`config.mk`:
```
export PLATFORM = sky130hd
export DESIGN_NAME = hella_cache_arb2_flat
export DESIGN_NICKNAME = d
export VERILOG_FILES = /design/src/rtl/hella_cache_arb2_if.sv /design/src/rtl/hella_cache_arb2.sv /design/src/flat_wrapper.sv
export SDC_FILE = /design/constraint.sdc
export NUM_CORES = 1
export LEC_CHECK = 0
export CELL_PAD_IN_SITES_DETAIL_PLACEMENT = 1
export CELL_PAD_IN_SITES_GLOBAL_PLACEMENT = 2
export CORE_AREA = 2 2 323 325
export CTS_BUF_LIST = sky130_fd_sc_hd__clkbuf_2 sky130_fd_sc_hd__clkbuf_4 sky130_fd_sc_hd__clkbuf_8
export CTS_CLUSTER_DIAMETER = 150
export CTS_CLUSTER_SIZE = 14
export DETAILED_ROUTE_END_ITERATION = 6
export DIE_AREA = 0 0 325 327
export MAX_ROUTING_LAYER = met4
export PLACE_DENSITY = 0.46
export RECOVER_POWER = 50
export SLEW_MARGIN = 40
export SYNTH_ARGS = -nofsm -noshare
export SYNTH_HDL_FRONTEND = slang
export SYNTH_SLANG_ARGS = --single-unit
```
`constraint.sdc`:
```
create_clock -name clock -period 2 [get_ports clock]
set_clock_uncertainty 0.15 [all_clocks]
set_input_delay 0.4 -clock clock [delete_from_list [all_inputs] [get_ports clock]]
set_output_delay 0.4 -clock clock [all_outputs]
set_load 0.01 [all_outputs]
```
`src/rtl/hella_cache_arb2_if.sv`:
```
// Signal bundle between the two HellaCache clients, the arbiter and the shared cache port.
// No logic; master = arbiter side, slave = clients plus cache.
// Handshake is valid/ready on req; s1/s2 kills and nacks are positional, with no handshake.
interface hella_cache_arb2_if #(
  parameter int TAG_W  = 7,
  parameter int ADDR_W = 40
);
  logic              requestor_0_req_ready;
  logic              requestor_0_req_valid;
  logic [ADDR_W-1:0] requestor_0_req_bits_addr;
  logic [TAG_W-1:0]  requestor_0_req_bits_tag;
  logic [4:0]        requestor_0_req_bits_cmd;
  logic [1:0]        requestor_0_req_bits_size;
  logic [63:0]       requestor_0_req_bits_data;
  logic [7:0]        requestor_0_req_bits_mask;
  logic              requestor_0_s1_kill;
  logic [63:0]       requestor_0_s1_data_data;
  logic [7:0]        requestor_0_s1_data_mask;
  logic              requestor_0_s2_kill;
  logic              requestor_0_s2_nack;
  logic              requestor_0_resp_valid;
  logic [TAG_W-1:0]  requestor_0_resp_bits_tag;
  logic [63:0]       requestor_0_resp_bits_data;

  logic              requestor_1_req_ready;
  logic              requestor_1_req_valid;
  logic [ADDR_W-1:0] requestor_1_req_bits_addr;
  logic [TAG_W-1:0]  requestor_1_req_bits_tag;
  logic [4:0]        requestor_1_req_bits_cmd;
  logic [1:0]        requestor_1_req_bits_size;
  logic [63:0]       requestor_1_req_bits_data;
  logic [7:0]        requestor_1_req_bits_mask;
  logic              requestor_1_s1_kill;
  logic [63:0]       requestor_1_s1_data_data;
  logic [7:0]        requestor_1_s1_data_mask;
  logic              requestor_1_s2_kill;
  logic              requestor_1_s2_nack;
  logic              requestor_1_resp_valid;
  logic [TAG_W-1:0]  requestor_1_resp_bits_tag;
  logic [63:0]       requestor_1_resp_bits_data;

  logic              mem_req_ready;
  logic              mem_req_valid;
  logic [ADDR_W-1:0] mem_req_bits_addr;
  logic [TAG_W:0]    mem_req_bits_tag;
  logic [4:0]        mem_req_bits_cmd;
  logic [1:0]        mem_req_bits_size;
  logic [63:0]       mem_req_bits_data;
  logic [7:0]        mem_req_bits_mask;
  logic              mem_s1_kill;
  logic [63:0]       mem_s1_data_data;
  logic [7:0]        mem_s1_data_mask;
  logic              mem_s2_kill;
  logic              mem_s2_nack;
  logic              mem_resp_valid;
  logic [TAG_W:0]    mem_resp_bits_tag;
  logic [63:0]       mem_resp_bits_data;

  modport master (
    output requestor_0_req_ready, requestor_0_s2_nack, requestor_0_resp_valid,
           requestor_0_resp_bits_tag, requestor_0_resp_bits_data,
    input  requestor_0_req_valid, requestor_0_req_bits_addr, requestor_0_req_bits_tag,
           requestor_0_req_bits_cmd, requestor_0_req_bits_size, requestor_0_req_bits_data,
           requestor_0_req_bits_mask, requestor_0_s1_kill, requestor_0_s1_data_data,
           requestor_0_s1_data_mask, requestor_0_s2_kill,
    output requestor_1_req_ready, requestor_1_s2_nack, requestor_1_resp_valid,
           requestor_1_resp_bits_tag, requestor_1_resp_bits_data,
    input  requestor_1_req_valid, requestor_1_req_bits_addr, requestor_1_req_bits_tag,
           requestor_1_req_bits_cmd, requestor_1_req_bits_size, requestor_1_req_bits_data,
           requestor_1_req_bits_mask, requestor_1_s1_kill, requestor_1_s1_data_data,
           requestor_1_s1_data_mask, requestor_1_s2_kill,
    output mem_req_valid, mem_req_bits_addr, mem_req_bits_tag, mem_req_bits_cmd,
           mem_req_bits_size, mem_req_bits_data, mem_req_bits_mask, mem_s1_kill,
           mem_s1_data_data, mem_s1_data_mask, mem_s2_kill,
    input  mem_req_ready, mem_s2_nack, mem_resp_valid, mem_resp_bits_tag, mem_resp_bits_data
  );

  modport slave (
    input  requestor_0_req_ready, requestor_0_s2_nack, requestor_0_resp_valid,
           requestor_0_resp_bits_tag, requestor_0_resp_bits_data,
    output requestor_0_req_valid, requestor_0_req_bits_addr, requestor_0_req_bits_tag,
           requestor_0_req_bits_cmd, requestor_0_req_bits_size, requestor_0_req_bits_data,
           requestor_0_req_bits_mask, requestor_0_s1_kill, requestor_0_s1_data_data,
           requestor_0_s1_data_mask, requestor_0_s2_kill,
    input  requestor_1_req_ready, requestor_1_s2_nack, requestor_1_resp_valid,
           requestor_1_resp_bits_tag, requestor_1_resp_bits_data,
    output requestor_1_req_valid, requestor_1_req_bits_addr, requestor_1_req_bits_tag,
           requestor_1_req_bits_cmd, requestor_1_req_bits_size, requestor_1_req_bits_data,
           requestor_1_req_bits_mask, requestor_1_s1_kill, requestor_1_s1_data_data,
           requestor_1_s1_data_mask, requestor_1_s2_kill,
    input  mem_req_valid, mem_req_bits_addr, mem_req_bits_tag, mem_req_bits_cmd,
           mem_req_bits_size, mem_req_bits_data, mem_req_bits_mask, mem_s1_kill,
           mem_s1_data_data, mem_s1_data_mask, mem_s2_kill,
    output mem_req_ready, mem_s2_nack, mem_resp_valid, mem_resp_bits_tag, mem_resp_bits_data
  );
endinterface

```
`src/rtl/hella_cache_arb2.sv`:
```
// Two-client HellaCache arbiter: fixed 0>1 priority, or round-robin when HCARB_RR_EN is defined.
// Latency: grant, request and response are combinational; s1/s2 sideband follows the fire by 1 and 2 cycles.
// Backpressure: cache req_ready goes only to the selected client; the grant holds while ready is low.
module hella_cache_arb2 #(
  parameter int TAG_W  = 7,
  parameter int ADDR_W = 40
) (
  input  logic                clock,
  input  logic                reset,
  hella_cache_arb2_if.master  io
);

  logic v0, v1, sel, fire;
  logic s1_v, s1_id, s2_v, s2_id;
  logic resp_id;
`ifdef HCARB_RR_EN
  logic rr_last;
`endif

  always_comb begin
    v0 = reset & io.requestor_0_req_valid;
    v1 = reset & io.requestor_1_req_valid;
`ifdef HCARB_RR_EN
    sel = (v0 & v1) ? ~rr_last : ~v0;
`else
    sel = ~v0;
`endif
    fire = (v0 | v1) & io.mem_req_ready;
  end

  // Request side: only the selected client sees the cache's ready
  always_comb begin
    io.mem_req_valid         = v0 | v1;
    io.requestor_0_req_ready = reset & io.mem_req_ready & ~sel;
    io.requestor_1_req_ready = reset & io.mem_req_ready & sel;
    io.mem_req_bits_addr     = sel ? io.requestor_1_req_bits_addr : io.requestor_0_req_bits_addr;
    io.mem_req_bits_tag      = {(sel ? io.requestor_1_req_bits_tag : io.requestor_0_req_bits_tag), sel};
    io.mem_req_bits_cmd      = sel ? io.requestor_1_req_bits_cmd  : io.requestor_0_req_bits_cmd;
    io.mem_req_bits_size     = sel ? io.requestor_1_req_bits_size : io.requestor_0_req_bits_size;
    io.mem_req_bits_data     = sel ? io.requestor_1_req_bits_data : io.requestor_0_req_bits_data;
    io.mem_req_bits_mask     = sel ? io.requestor_1_req_bits_mask : io.requestor_0_req_bits_mask;
  end

  // Killed requests still advance so a later nack reaches the right owner
  always_ff @(posedge clock) begin
    if (!reset) begin
      s1_v  <= 1'b0;
      s1_id <= 1'b0;
      s2_v  <= 1'b0;
      s2_id <= 1'b0;
    end else begin
      s1_v  <= fire;
      s1_id <= sel;
      s2_v  <= s1_v;
      s2_id <= s1_id;
    end
  end

`ifdef HCARB_RR_EN
  always_ff @(posedge clock) begin
    if (!reset) begin
      rr_last <= 1'b1;
    end else if (fire) begin
      rr_last <= sel;
    end
  end
`endif

  always_comb begin
    io.mem_s1_kill      = s1_v & (s1_id ? io.requestor_1_s1_kill : io.requestor_0_s1_kill);
    io.mem_s1_data_data = s1_id ? io.requestor_1_s1_data_data : io.requestor_0_s1_data_data;
    io.mem_s1_data_mask = s1_id ? io.requestor_1_s1_data_mask : io.requestor_0_s1_data_mask;
    io.mem_s2_kill      = s2_v & (s2_id ? io.requestor_1_s2_kill : io.requestor_0_s2_kill);
    io.requestor_0_s2_nack = s2_v & ~s2_id & io.mem_s2_nack;
    io.requestor_1_s2_nack = s2_v & s2_id & io.mem_s2_nack;
  end

  // Responses are routed purely by the tag LSB, independent of tracking state
  always_comb begin
    resp_id = io.mem_resp_bits_tag[0];
    io.requestor_0_resp_valid     = io.mem_resp_valid & ~resp_id;
    io.requestor_1_resp_valid     = io.mem_resp_valid & resp_id;
    io.requestor_0_resp_bits_tag  = io.mem_resp_bits_tag[TAG_W:1];
    io.requestor_1_resp_bits_tag  = io.mem_resp_bits_tag[TAG_W:1];
    io.requestor_0_resp_bits_data = io.mem_resp_bits_data;
    io.requestor_1_resp_bits_data = io.mem_resp_bits_data;
  end

endmodule

```
`src/flat_wrapper.sv`:
```
// flat-port wrapper written by rule: the top's interface ports become plain ports
module hella_cache_arb2_flat 
#(
  parameter int TAG_W  = 7,
  parameter int ADDR_W = 40
)
  (clock, reset, io_requestor_0_req_ready, io_requestor_0_s2_nack, io_requestor_0_resp_valid, io_requestor_0_resp_bits_tag, io_requestor_0_resp_bits_data, io_requestor_0_req_valid, io_requestor_0_req_bits_addr, io_requestor_0_req_bits_tag, io_requestor_0_req_bits_cmd, io_requestor_0_req_bits_size, io_requestor_0_req_bits_data, io_requestor_0_req_bits_mask, io_requestor_0_s1_kill, io_requestor_0_s1_data_data, io_requestor_0_s1_data_mask, io_requestor_0_s2_kill, io_requestor_1_req_ready, io_requestor_1_s2_nack, io_requestor_1_resp_valid, io_requestor_1_resp_bits_tag, io_requestor_1_resp_bits_data, io_requestor_1_req_valid, io_requestor_1_req_bits_addr, io_requestor_1_req_bits_tag, io_requestor_1_req_bits_cmd, io_requestor_1_req_bits_size, io_requestor_1_req_bits_data, io_requestor_1_req_bits_mask, io_requestor_1_s1_kill, io_requestor_1_s1_data_data, io_requestor_1_s1_data_mask, io_requestor_1_s2_kill, io_mem_req_valid, io_mem_req_bits_addr, io_mem_req_bits_tag, io_mem_req_bits_cmd, io_mem_req_bits_size, io_mem_req_bits_data, io_mem_req_bits_mask, io_mem_s1_kill, io_mem_s1_data_data, io_mem_s1_data_mask, io_mem_s2_kill, io_mem_req_ready, io_mem_s2_nack, io_mem_resp_valid, io_mem_resp_bits_tag, io_mem_resp_bits_data);
  hella_cache_arb2_if #(.TAG_W(TAG_W), .ADDR_W(ADDR_W)) io_i ();
  input  logic clock;
  input  logic reset;
  output wire logic [$bits(io_i.requestor_0_req_ready)-1:0] io_requestor_0_req_ready;
  output wire logic [$bits(io_i.requestor_0_s2_nack)-1:0] io_requestor_0_s2_nack;
  output wire logic [$bits(io_i.requestor_0_resp_valid)-1:0] io_requestor_0_resp_valid;
  output wire logic [$bits(io_i.requestor_0_resp_bits_tag)-1:0] io_requestor_0_resp_bits_tag;
  output wire logic [$bits(io_i.requestor_0_resp_bits_data)-1:0] io_requestor_0_resp_bits_data;
  input wire logic [$bits(io_i.requestor_0_req_valid)-1:0] io_requestor_0_req_valid;
  input wire logic [$bits(io_i.requestor_0_req_bits_addr)-1:0] io_requestor_0_req_bits_addr;
  input wire logic [$bits(io_i.requestor_0_req_bits_tag)-1:0] io_requestor_0_req_bits_tag;
  input wire logic [$bits(io_i.requestor_0_req_bits_cmd)-1:0] io_requestor_0_req_bits_cmd;
  input wire logic [$bits(io_i.requestor_0_req_bits_size)-1:0] io_requestor_0_req_bits_size;
  input wire logic [$bits(io_i.requestor_0_req_bits_data)-1:0] io_requestor_0_req_bits_data;
  input wire logic [$bits(io_i.requestor_0_req_bits_mask)-1:0] io_requestor_0_req_bits_mask;
  input wire logic [$bits(io_i.requestor_0_s1_kill)-1:0] io_requestor_0_s1_kill;
  input wire logic [$bits(io_i.requestor_0_s1_data_data)-1:0] io_requestor_0_s1_data_data;
  input wire logic [$bits(io_i.requestor_0_s1_data_mask)-1:0] io_requestor_0_s1_data_mask;
  input wire logic [$bits(io_i.requestor_0_s2_kill)-1:0] io_requestor_0_s2_kill;
  output wire logic [$bits(io_i.requestor_1_req_ready)-1:0] io_requestor_1_req_ready;
  output wire logic [$bits(io_i.requestor_1_s2_nack)-1:0] io_requestor_1_s2_nack;
  output wire logic [$bits(io_i.requestor_1_resp_valid)-1:0] io_requestor_1_resp_valid;
  output wire logic [$bits(io_i.requestor_1_resp_bits_tag)-1:0] io_requestor_1_resp_bits_tag;
  output wire logic [$bits(io_i.requestor_1_resp_bits_data)-1:0] io_requestor_1_resp_bits_data;
  input wire logic [$bits(io_i.requestor_1_req_valid)-1:0] io_requestor_1_req_valid;
  input wire logic [$bits(io_i.requestor_1_req_bits_addr)-1:0] io_requestor_1_req_bits_addr;
  input wire logic [$bits(io_i.requestor_1_req_bits_tag)-1:0] io_requestor_1_req_bits_tag;
  input wire logic [$bits(io_i.requestor_1_req_bits_cmd)-1:0] io_requestor_1_req_bits_cmd;
  input wire logic [$bits(io_i.requestor_1_req_bits_size)-1:0] io_requestor_1_req_bits_size;
  input wire logic [$bits(io_i.requestor_1_req_bits_data)-1:0] io_requestor_1_req_bits_data;
  input wire logic [$bits(io_i.requestor_1_req_bits_mask)-1:0] io_requestor_1_req_bits_mask;
  input wire logic [$bits(io_i.requestor_1_s1_kill)-1:0] io_requestor_1_s1_kill;
  input wire logic [$bits(io_i.requestor_1_s1_data_data)-1:0] io_requestor_1_s1_data_data;
  input wire logic [$bits(io_i.requestor_1_s1_data_mask)-1:0] io_requestor_1_s1_data_mask;
  input wire logic [$bits(io_i.requestor_1_s2_kill)-1:0] io_requestor_1_s2_kill;
  output wire logic [$bits(io_i.mem_req_valid)-1:0] io_mem_req_valid;
  output wire logic [$bits(io_i.mem_req_bits_addr)-1:0] io_mem_req_bits_addr;
  output wire logic [$bits(io_i.mem_req_bits_tag)-1:0] io_mem_req_bits_tag;
  output wire logic [$bits(io_i.mem_req_bits_cmd)-1:0] io_mem_req_bits_cmd;
  output wire logic [$bits(io_i.mem_req_bits_size)-1:0] io_mem_req_bits_size;
  output wire logic [$bits(io_i.mem_req_bits_data)-1:0] io_mem_req_bits_data;
  output wire logic [$bits(io_i.mem_req_bits_mask)-1:0] io_mem_req_bits_mask;
  output wire logic [$bits(io_i.mem_s1_kill)-1:0] io_mem_s1_kill;
  output wire logic [$bits(io_i.mem_s1_data_data)-1:0] io_mem_s1_data_data;
  output wire logic [$bits(io_i.mem_s1_data_mask)-1:0] io_mem_s1_data_mask;
  output wire logic [$bits(io_i.mem_s2_kill)-1:0] io_mem_s2_kill;
  input wire logic [$bits(io_i.mem_req_ready)-1:0] io_mem_req_ready;
  input wire logic [$bits(io_i.mem_s2_nack)-1:0] io_mem_s2_nack;
  input wire logic [$bits(io_i.mem_resp_valid)-1:0] io_mem_resp_valid;
  input wire logic [$bits(io_i.mem_resp_bits_tag)-1:0] io_mem_resp_bits_tag;
  input wire logic [$bits(io_i.mem_resp_bits_data)-1:0] io_mem_resp_bits_data;
  assign io_requestor_0_req_ready = io_i.requestor_0_req_ready;
  assign io_requestor_0_s2_nack = io_i.requestor_0_s2_nack;
  assign io_requestor_0_resp_valid = io_i.requestor_0_resp_valid;
  assign io_requestor_0_resp_bits_tag = io_i.requestor_0_resp_bits_tag;
  assign io_requestor_0_resp_bits_data = io_i.requestor_0_resp_bits_data;
  assign io_i.requestor_0_req_valid = io_requestor_0_req_valid;
  assign io_i.requestor_0_req_bits_addr = io_requestor_0_req_bits_addr;
  assign io_i.requestor_0_req_bits_tag = io_requestor_0_req_bits_tag;
  assign io_i.requestor_0_req_bits_cmd = io_requestor_0_req_bits_cmd;
  assign io_i.requestor_0_req_bits_size = io_requestor_0_req_bits_size;
  assign io_i.requestor_0_req_bits_data = io_requestor_0_req_bits_data;
  assign io_i.requestor_0_req_bits_mask = io_requestor_0_req_bits_mask;
  assign io_i.requestor_0_s1_kill = io_requestor_0_s1_kill;
  assign io_i.requestor_0_s1_data_data = io_requestor_0_s1_data_data;
  assign io_i.requestor_0_s1_data_mask = io_requestor_0_s1_data_mask;
  assign io_i.requestor_0_s2_kill = io_requestor_0_s2_kill;
  assign io_requestor_1_req_ready = io_i.requestor_1_req_ready;
  assign io_requestor_1_s2_nack = io_i.requestor_1_s2_nack;
  assign io_requestor_1_resp_valid = io_i.requestor_1_resp_valid;
  assign io_requestor_1_resp_bits_tag = io_i.requestor_1_resp_bits_tag;
  assign io_requestor_1_resp_bits_data = io_i.requestor_1_resp_bits_data;
  assign io_i.requestor_1_req_valid = io_requestor_1_req_valid;
  assign io_i.requestor_1_req_bits_addr = io_requestor_1_req_bits_addr;
  assign io_i.requestor_1_req_bits_tag = io_requestor_1_req_bits_tag;
  assign io_i.requestor_1_req_bits_cmd = io_requestor_1_req_bits_cmd;
  assign io_i.requestor_1_req_bits_size = io_requestor_1_req_bits_size;
  assign io_i.requestor_1_req_bits_data = io_requestor_1_req_bits_data;
  assign io_i.requestor_1_req_bits_mask = io_requestor_1_req_bits_mask;
  assign io_i.requestor_1_s1_kill = io_requestor_1_s1_kill;
  assign io_i.requestor_1_s1_data_data = io_requestor_1_s1_data_data;
  assign io_i.requestor_1_s1_data_mask = io_requestor_1_s1_data_mask;
  assign io_i.requestor_1_s2_kill = io_requestor_1_s2_kill;
  assign io_mem_req_valid = io_i.mem_req_valid;
  assign io_mem_req_bits_addr = io_i.mem_req_bits_addr;
  assign io_mem_req_bits_tag = io_i.mem_req_bits_tag;
  assign io_mem_req_bits_cmd = io_i.mem_req_bits_cmd;
  assign io_mem_req_bits_size = io_i.mem_req_bits_size;
  assign io_mem_req_bits_data = io_i.mem_req_bits_data;
  assign io_mem_req_bits_mask = io_i.mem_req_bits_mask;
  assign io_mem_s1_kill = io_i.mem_s1_kill;
  assign io_mem_s1_data_data = io_i.mem_s1_data_data;
  assign io_mem_s1_data_mask = io_i.mem_s1_data_mask;
  assign io_mem_s2_kill = io_i.mem_s2_kill;
  assign io_i.mem_req_ready = io_mem_req_ready;
  assign io_i.mem_s2_nack = io_mem_s2_nack;
  assign io_i.mem_resp_valid = io_mem_resp_valid;
  assign io_i.mem_resp_bits_tag = io_mem_resp_bits_tag;
  assign io_i.mem_resp_bits_data = io_mem_resp_bits_data;
  hella_cache_arb2 #(.TAG_W(TAG_W), .ADDR_W(ADDR_W)) u_core (.clock(clock), .reset(reset), .io(io_i));
endmodule
```
; After elaboration in Yosys (flattened, before gate mapping)
; Index checks and enable logic that the tools add are counted.
[op_classes]
muxes = 10
bitwise = 18
[ops]
columns = cell, count
row1 = two-way mux 64 bit, 2
row2 = two-way mux 40 bit, 1
row3 = two-way mux 8 bit, 2
row4 = AND 1 bit, 14
row5 = two-way mux 7 bit, 1
row6 = two-way mux 5 bit, 1
row7 = NOT 1 bit, 3
row8 = two-way mux 1 bit, 2
row9 = two-way mux 2 bit, 1
row10 = OR 1 bit, 1
[word_totals]
register_bits = 4
elab_cells = 32

; Depth between registers and ports, before layout
; Gate-level depths: netlist of run 1.
[logic_depth]
word_depth = 3
mapped_depth = 5
ltp_nobuf = 2

; Worst setup path after synthesis of run 1
; Ideal clock, no wire load.
[synth_path]
path_type = in2out
from = in reset
to = out io_mem_req_bits_addr[10]
t_arrival_ps = 1285
t_required_ps = 1450
path_slack_ps = 165
path_stages = 5
path_buffers = 3
cell_sequence = buf_2 -> nand2_2 -> buf_6 -> buf_6 -> mux2_4
[synth_between]
elab_chain_cells = 2
[synth_lines]
columns = element, line
row1 = from (decl), flat_wrapper.sv:10  ; input logic reset;
row2 = AND 1 bit, hella_cache_arb2.sv:21  ; v0 = reset & io.requestor_0_req_valid;
row3 = two-way mux 40 bit, hella_cache_arb2.sv:36  ; io.mem_req_bits_addr = sel ? io.requestor_1_req_bits_addr : io.requestor_0_req_bits_addr;
row4 = to (decl), flat_wrapper.sv:44  ; output wire logic [$bits(io_i.mem_req_bits_addr)-1:0] io_mem_req_bits_addr;
; Every way passes these cells.

; Worst setup path after layout of run 1
[layout_path]
from = in io_requestor_0_req_valid
to = out io_mem_req_bits_data[11]
[layout_between]
elab_chain_cells = 2
[layout_lines]
columns = element, line
row1 = from (decl), flat_wrapper.sv:16  ; input wire logic [$bits(io_i.requestor_0_req_valid)-1:0] io_requestor_0_req_valid;
row2 = AND 1 bit, hella_cache_arb2.sv:21
row3 = two-way mux 64 bit, hella_cache_arb2.sv:40  ; io.mem_req_bits_data = sel ? io.requestor_1_req_bits_data : io.requestor_0_req_bits_data;
row4 = to (decl), flat_wrapper.sv:48  ; output wire logic [$bits(io_i.mem_req_bits_data)-1:0] io_mem_req_bits_data;
; Every way passes these cells.

==> results of run 1 <==
==> routing by layer <==
| layer | track usage | vias up | routed length [um] |
|---|---|---|---|
| met1 | 0.07637 | 2355 | 15310 |
| met5 | - | - | 0 |
| li1 | - | 2318 | - |
| met4 | 0.01379 | 0 | 884 |
| met3 | 0.03034 | 56 | 4330 |
| met2 | 0.1212 | 584 | 19880 |
==> cell usage in the layout, fill, tap and decap left out <==
cell / netlist / routed
clkdlybuf4s50_1: 0 / 393
buf_6: 4 / 161
mux2_4: 29 / 133
mux2_2: 169 / 65
buf_2: 18 / 33
buf_4: 143 / 28
clkbuf_2: 0 / 20
buf_12: 0 / 16
buf_8: 0 / 15
dlymetal6s2s_1: 0 / 13
clkdlybuf4s15_2: 0 / 11
dlygate4sd2_1: 0 / 10
buf_16: 0 / 9
nor2b_1: 5 / 5
clkbuf_16: 0 / 4
nor2_1: 4 / 3
and2_1: 3 / 3
clkbuf_8: 0 / 3
clkdlybuf4s15_1: 0 / 3
dfxtp_1: 4 / 3
nand2_8: 0 / 2
and3_1: 2 / 2
nand2_1: 2 / 2
mux2i_1: 2 / 2
diode_2: 0 / 1
nor2_2: 0 / 1
clkbuf_4: 0 / 1
dfxtp_4: 0 / 1
==> logic make-up after synthesis <==
group                  Yosys count
and+or+nand+nor                 17
buffers and inverters          165
DFF                              4
muxes                          200
==> critical path, stage by stage <==
cell	delay, ns
buf_16	0.10
nand2_8	0.06
buf_12	0.12
buf_16	0.14
buf_16	0.15
buf_12	0.12
mux2_4	0.30
buf_6	0.12
==> layout make-up <==
class | count | area, um2
diodes | 1 | 2.502
clock buffers | 4 | 48.80
fillers | 12092 | 90650
multi-input cells | 218 | 2877
flip-flops and latches | 4 | 83.83
well taps | 1380 | 1727
repair buffers | 716 | 7520
==> sequential cells by signal, indices dropped and copies added, names as in the netlist <==
| name | cells |
|---|---|
| u_core.s1_id | 1 |
| u_core.s2_v | 1 |
| u_core.s2_id | 1 |
| u_core.s1_v | 1 |
==> per-stage QoR <==
stage	cell area, um2	hold slack (ns)	setup TNS [ns]	cells	setup slack (ns)
global route	12260	0.3302	-8.126	2322	-0.1418
detailed placement	10670	0.4289	-123.86	2239	-0.9292
CTS	11650	0.4412	-23.22	2296	-0.3241
floorplan	3739	0.2769	0	386	0.1648
finish	12260	0.3217	-3.093	2323	-0.1079
global placement	10670	0.4321	-125.29	2239	-0.9532
==> repair_timing <==
action | in CTS | in global routing
pin swaps | 2 | 2
resized for setup | 901 | 198
buffers inserted | 43 | 30
cloned | 10 | 6
endpoints found under the setup margin | 205 | 177
hold buffers | 0 | 0
hold endpoints to repair | 0 | 0
==> worst paths after layout <==
| check | cells after the start | slack (ns) | start | to |
|---|---|---|---|---|
| setup / recovery | 8 | -0.11 | io_requestor_0_req_valid | io_mem_req_bits_data[11] |
| hold / removal | 3 | 0.32 | io_requestor_0_req_valid | u_core.s1_id |
| setup reg to reg | 4 | 0.79 | u_core.s1_id | u_core.s2_id |
| hold reg to reg | 1 | 0.41 | u_core.s1_v | u_core.s2_v |
==> power breakdown <==
| part | switching, uW | leakage [uW] | internal [uW] | total, uW |
|---|---|---|---|---|
| combinational | 875 | 0.00506 | 1820 | 2690 |
| sequential | 5.39 | 0.0000336 | 83.4 | 88.8 |
| clock | 60.6 | 0.0000262 | 151 | 212 |
| total | 941 | 0.00512 | 2050 | 2990 |
==> run summary, run 1 <==
run status: finished, violations left
failing checks: setup timing
worst skew pair latency: 0.23 ns
HPWL after DPL: 34.04 mm
Worst Setup End Kind: primary output
post-layout min period: 2.108 ns
fmax: 474.4 MHz
routed vias: 5313
H-tree level count: 1
core area: 0.1029 mm2
die span in y: 327 um
vias in the first global route: 5992
Tightest Pin Transition: 0.2638 ns
Hold Crit Class: in2reg
Die X: 325 um
final setup vio count: 77
CTS Buf Count: 3
largest area contributor in the netlist: mux2_2
cell leakage power: 0.005121 uW
maximum VDD drop: 0.0001764 V
Synth warnings: 0
ANT nets after route: 0
Post-synth EDFFs: 0
CTS max path bufs: 2
layout cells sized above 1: 0.5340
Fin. Hold Viols: 0
I/O Pins: 829
Final WS setup: -0.1079 ns
RePlAce Congestion: 0.8695
count leader, synth: mux2_2
Setup CP Type: in2out
Initial Util: 0.03633
fin nets: 1422
clk sinks: 4
synth unique cells: 13
Yosys reg bits: 4
adder-cell share of the synthesized area: 0
Residual DRC: 0
Clock transition at path regs: 0.04 ns
top cells by area, synth: mux2_2, buf_4, mux2_4
Synth Area in Compound Gates: 0
relative slew slack: 0.8241
Synth Area in Simple Gates: 0.02443
Max Cap Viol: 0
CP arrival: 1.56 ns
post-synthesis mux area share: 0.6309
Max Slew Vio Count: 0
# rows: 118
DIE AREA: 0.1063 mm2
Final Power: 2992 uW
via/cell ratio: 2.287
cell count after synthesis: 386
Syn Nets: 865
largest net degree at the start of global routing: 29
initial antenna violation count: 18
sequential share of the synthesized area: 0.02142
final wirelength: 40.40 mm
Starting DRT DRC Count: 91
Cell Area, Synth: 0.003739 mm2
1st-pass router iterations: 4
xor/xnor share of the synthesized area: 0
largest family of logic cells by synthesized area: multiplexers
syn avg cell area: 9.685 um2
clock tree root buffer cell: clkbuf_8
Routed WL per cell: 17.39 um
ys flop type: dfxtp_1
period utilization: 1.054
Area Overhead vs Synth: 227.9%
synth cell count leaders: mux2_2, buf_4, mux2_4
Yosys top cell area share: 0.5090
asr flop ratio synth: 0
startpoint types: input port
global route total overflow: 0
final core utilization: 0.1191
PwrDens: 244.1 mW/mm2
RSZ-0062 raised after global routing: true
crit-path max FO: 5
GRT Total Usage: 0.07084
IO Port Bufs: 615
CTS tree: built
CP required: 1.45 ns
first-pass GRT wire length: 50.57 mm
No activity file was read; power rests on OpenSTA's default activity.
==> run 2: changes to the inputs <==
- GPL_TIMING_DRIVEN: default -> 0
==> run 2 against run 1 <==
- the flow still finishes with violations (setup timing)
- setup slack worse by 0.10 ns
- first-iteration DRC count is 20% lower
- combinational power is 29% higher
==> run summary, run 2 (same netlist as run 1, synthesis figures left out) <==
Final Power: 3761 uW
I/O Pins: 829
# rows: 118
final wirelength: 46.27 mm
vias in the first global route: 7261
Clock transition at path regs: 0.05 ns
clk sinks: 4
cell leakage power: 0.006763 uW
CP arrival: 1.66 ns
cell depth of the worst setup path: 7
reg2reg start: u_core.s1_id
routed vias: 6513
Clk pwr share: 0.052
Routed WL per cell: 17.39 um
global route total overflow: 0
H-tree level count: 1
HPWL after DPL: 40.24 mm
fin cells: 2660
RSZ-0062 raised after global routing: true
Max Slew Vio Count: 0
most frequent cells in the layout: clkdlybuf4s50_1, buf_6, mux2_4
CP dominant cell by count: buf_6
sum of negative setup slack: -9.517 ns
fmax: 452.4 MHz
CP max-delay cell: dfxtp_4
CP Capture Point: io_mem_s1_data_data[11]
CTS max path bufs: 2
CTS tree: built
crit-path max FO: 5
Seq pwr share: 0.024
clock tree root buffer cell: clkbuf_8
initial antenna violation count: 15
1st-pass router iterations: 4
CP required: 1.45 ns
reg2reg path depth: 6
Initial Util: 0.03633
switching pwr: 1187 uW
Starting DRT DRC Count: 73
Int Pwr: 2574 uW
layout cells sized above 1: 0.5523
Tightest Pin Transition: 0.3338 ns
post-layout min period: 2.210 ns
Buf+Inv Stages, Crit Path: 6
Crit path max-delay family: buffers and inverters
Setup crit start: u_core.s1_id
RePlAce Congestion: 0.8917
die span in y: 327 um
Hold Crit Class: in2reg
maximum VDD drop: 0.0001252 V
Die X: 325 um
core area: 0.1029 mm2
Comb pwr share: 0.924
Area Overhead vs Synth: 315.1%
worst skew pair latency: 0.24 ns
failing checks: setup timing
period utilization: 1.105
setup slack, reg-to-reg: 0.60 ns
run status: finished, violations left
ANT nets after route: 0
IO Port Bufs: 756
startpoint types: flip-flop
Final WS setup: -0.2103 ns
largest net degree at the start of global routing: 11
Residual DRC: 0
Worst path max stage delay: 0.37 ns
final setup vio count: 109
first-pass GRT wire length: 59.97 mm
dpl cell area: 0.01303 mm2
fin nets: 1761
Fin. Hold Viols: 0
FF-to-FF End: u_core.s2_id
GRT Total Usage: 0.08251
dpl cells: 2522
Layout fillers: 12067
Ant. Diodes: 0
PwrDens: 242.4 mW/mm2
DIE AREA: 0.1063 mm2
relative slew slack: 0.7774
commonest non-fill, non-tap cell in the layout: clkdlybuf4s50_1
CP Cell Sequence: buf_12, buf_12, buf_8, buf_6, buf_6, mux2_4, buf_6
fin area: 0.01552 mm2
Worst Setup End Kind: primary output
CTS Buf Count: 3
Switching Fraction: 0.3157
Max Cap Viol: 0
HP Start: io_requestor_0_req_valid
Setup CP Type: reg2out
via/cell ratio: 2.448
## run 2: changes by cell type in the layout (fill, tap and decap cells not counted), sizes merged
cell	previous run	this run
clkbuf	28	18
dlygate4sd3	0	91
dlymetal6s2s	13	2
clkdlybuf4s50	393	440
clkdlybuf4s15	14	4
buf	262	484
diode	1	0
dlygate4sd2	10	19
## run 2: metrics by stage
stage	utilization	hold WS [ns]	worst slack, ns
finish	0.1508	0.3507	-0.2103
global route	0.1508	0.3854	-0.2837
CTS	0.1403	0.3714	-0.2856
detailed placement	0.1266	0.4078	-1.523
global placement	0.1266	0.4085	-1.448
floorplan	-	0.2769	0.1648
## run 2: layout make-up
cell class	instances	area, um2	area share
Tap cell	1380	1727	0.1113
Sequential cell	4	83.83	0.005402
Buffer	161	1421	0.09160
Clock buffer	3	41.29	0.002661
Timing Repair Buffer	894	9240	0.5955
Multi-Input combinational cell	218	3004	0.1936
## run 2: per-layer routing
layer,track usage,vias to the layer above,share of wire,routed length [um]
met5,-,-,0,0
met4,0.01047,0,0.012,559
met3,0.01362,27,0.060,2785
met2,0.1612,462,0.55,25450
met1,0.08833,3031,0.38,17470
li1,-,2993,-,-
## run 2: power groups by stage
stage               logic, uW  clock network, uW  registers (uW)
floorplan                 957                  0            86.6
global placement         2950                  0            88.2
detailed placement       2950                  0            88.4
CTS                      3240                207            89.8
global route             3670                208            89.6
finish                   3480                195            89.1
## run 2: what timing repair did
item	CTS	global route
resized for setup	1033	370
pin swaps	2	1
setup buffers	99	53
setup endpoints to repair	208	173
cloned	5	0
hold buffers	0	0
## run 2: worst min path at each step
stage          depth (start not counted)      endpoint
6_report                               3  u_core.s1_id
5_1_grt                                3  u_core.s1_id
4_1_cts                                3  u_core.s1_id
3_5_place_dp                           1   u_core.s2_v
3_3_place_gp                           1   u_core.s2_v
2_1_floorplan                          1   u_core.s2_v
## run 2: worst reg2reg max path, cell delays in order (launching register included)
cell and delay (ns):
dfxtp_4 0.37, buf_12 0.16, buf_8 0.13, buf_6 0.11
buf_6 0.11, buf_4 0.12, and2_1 0.13
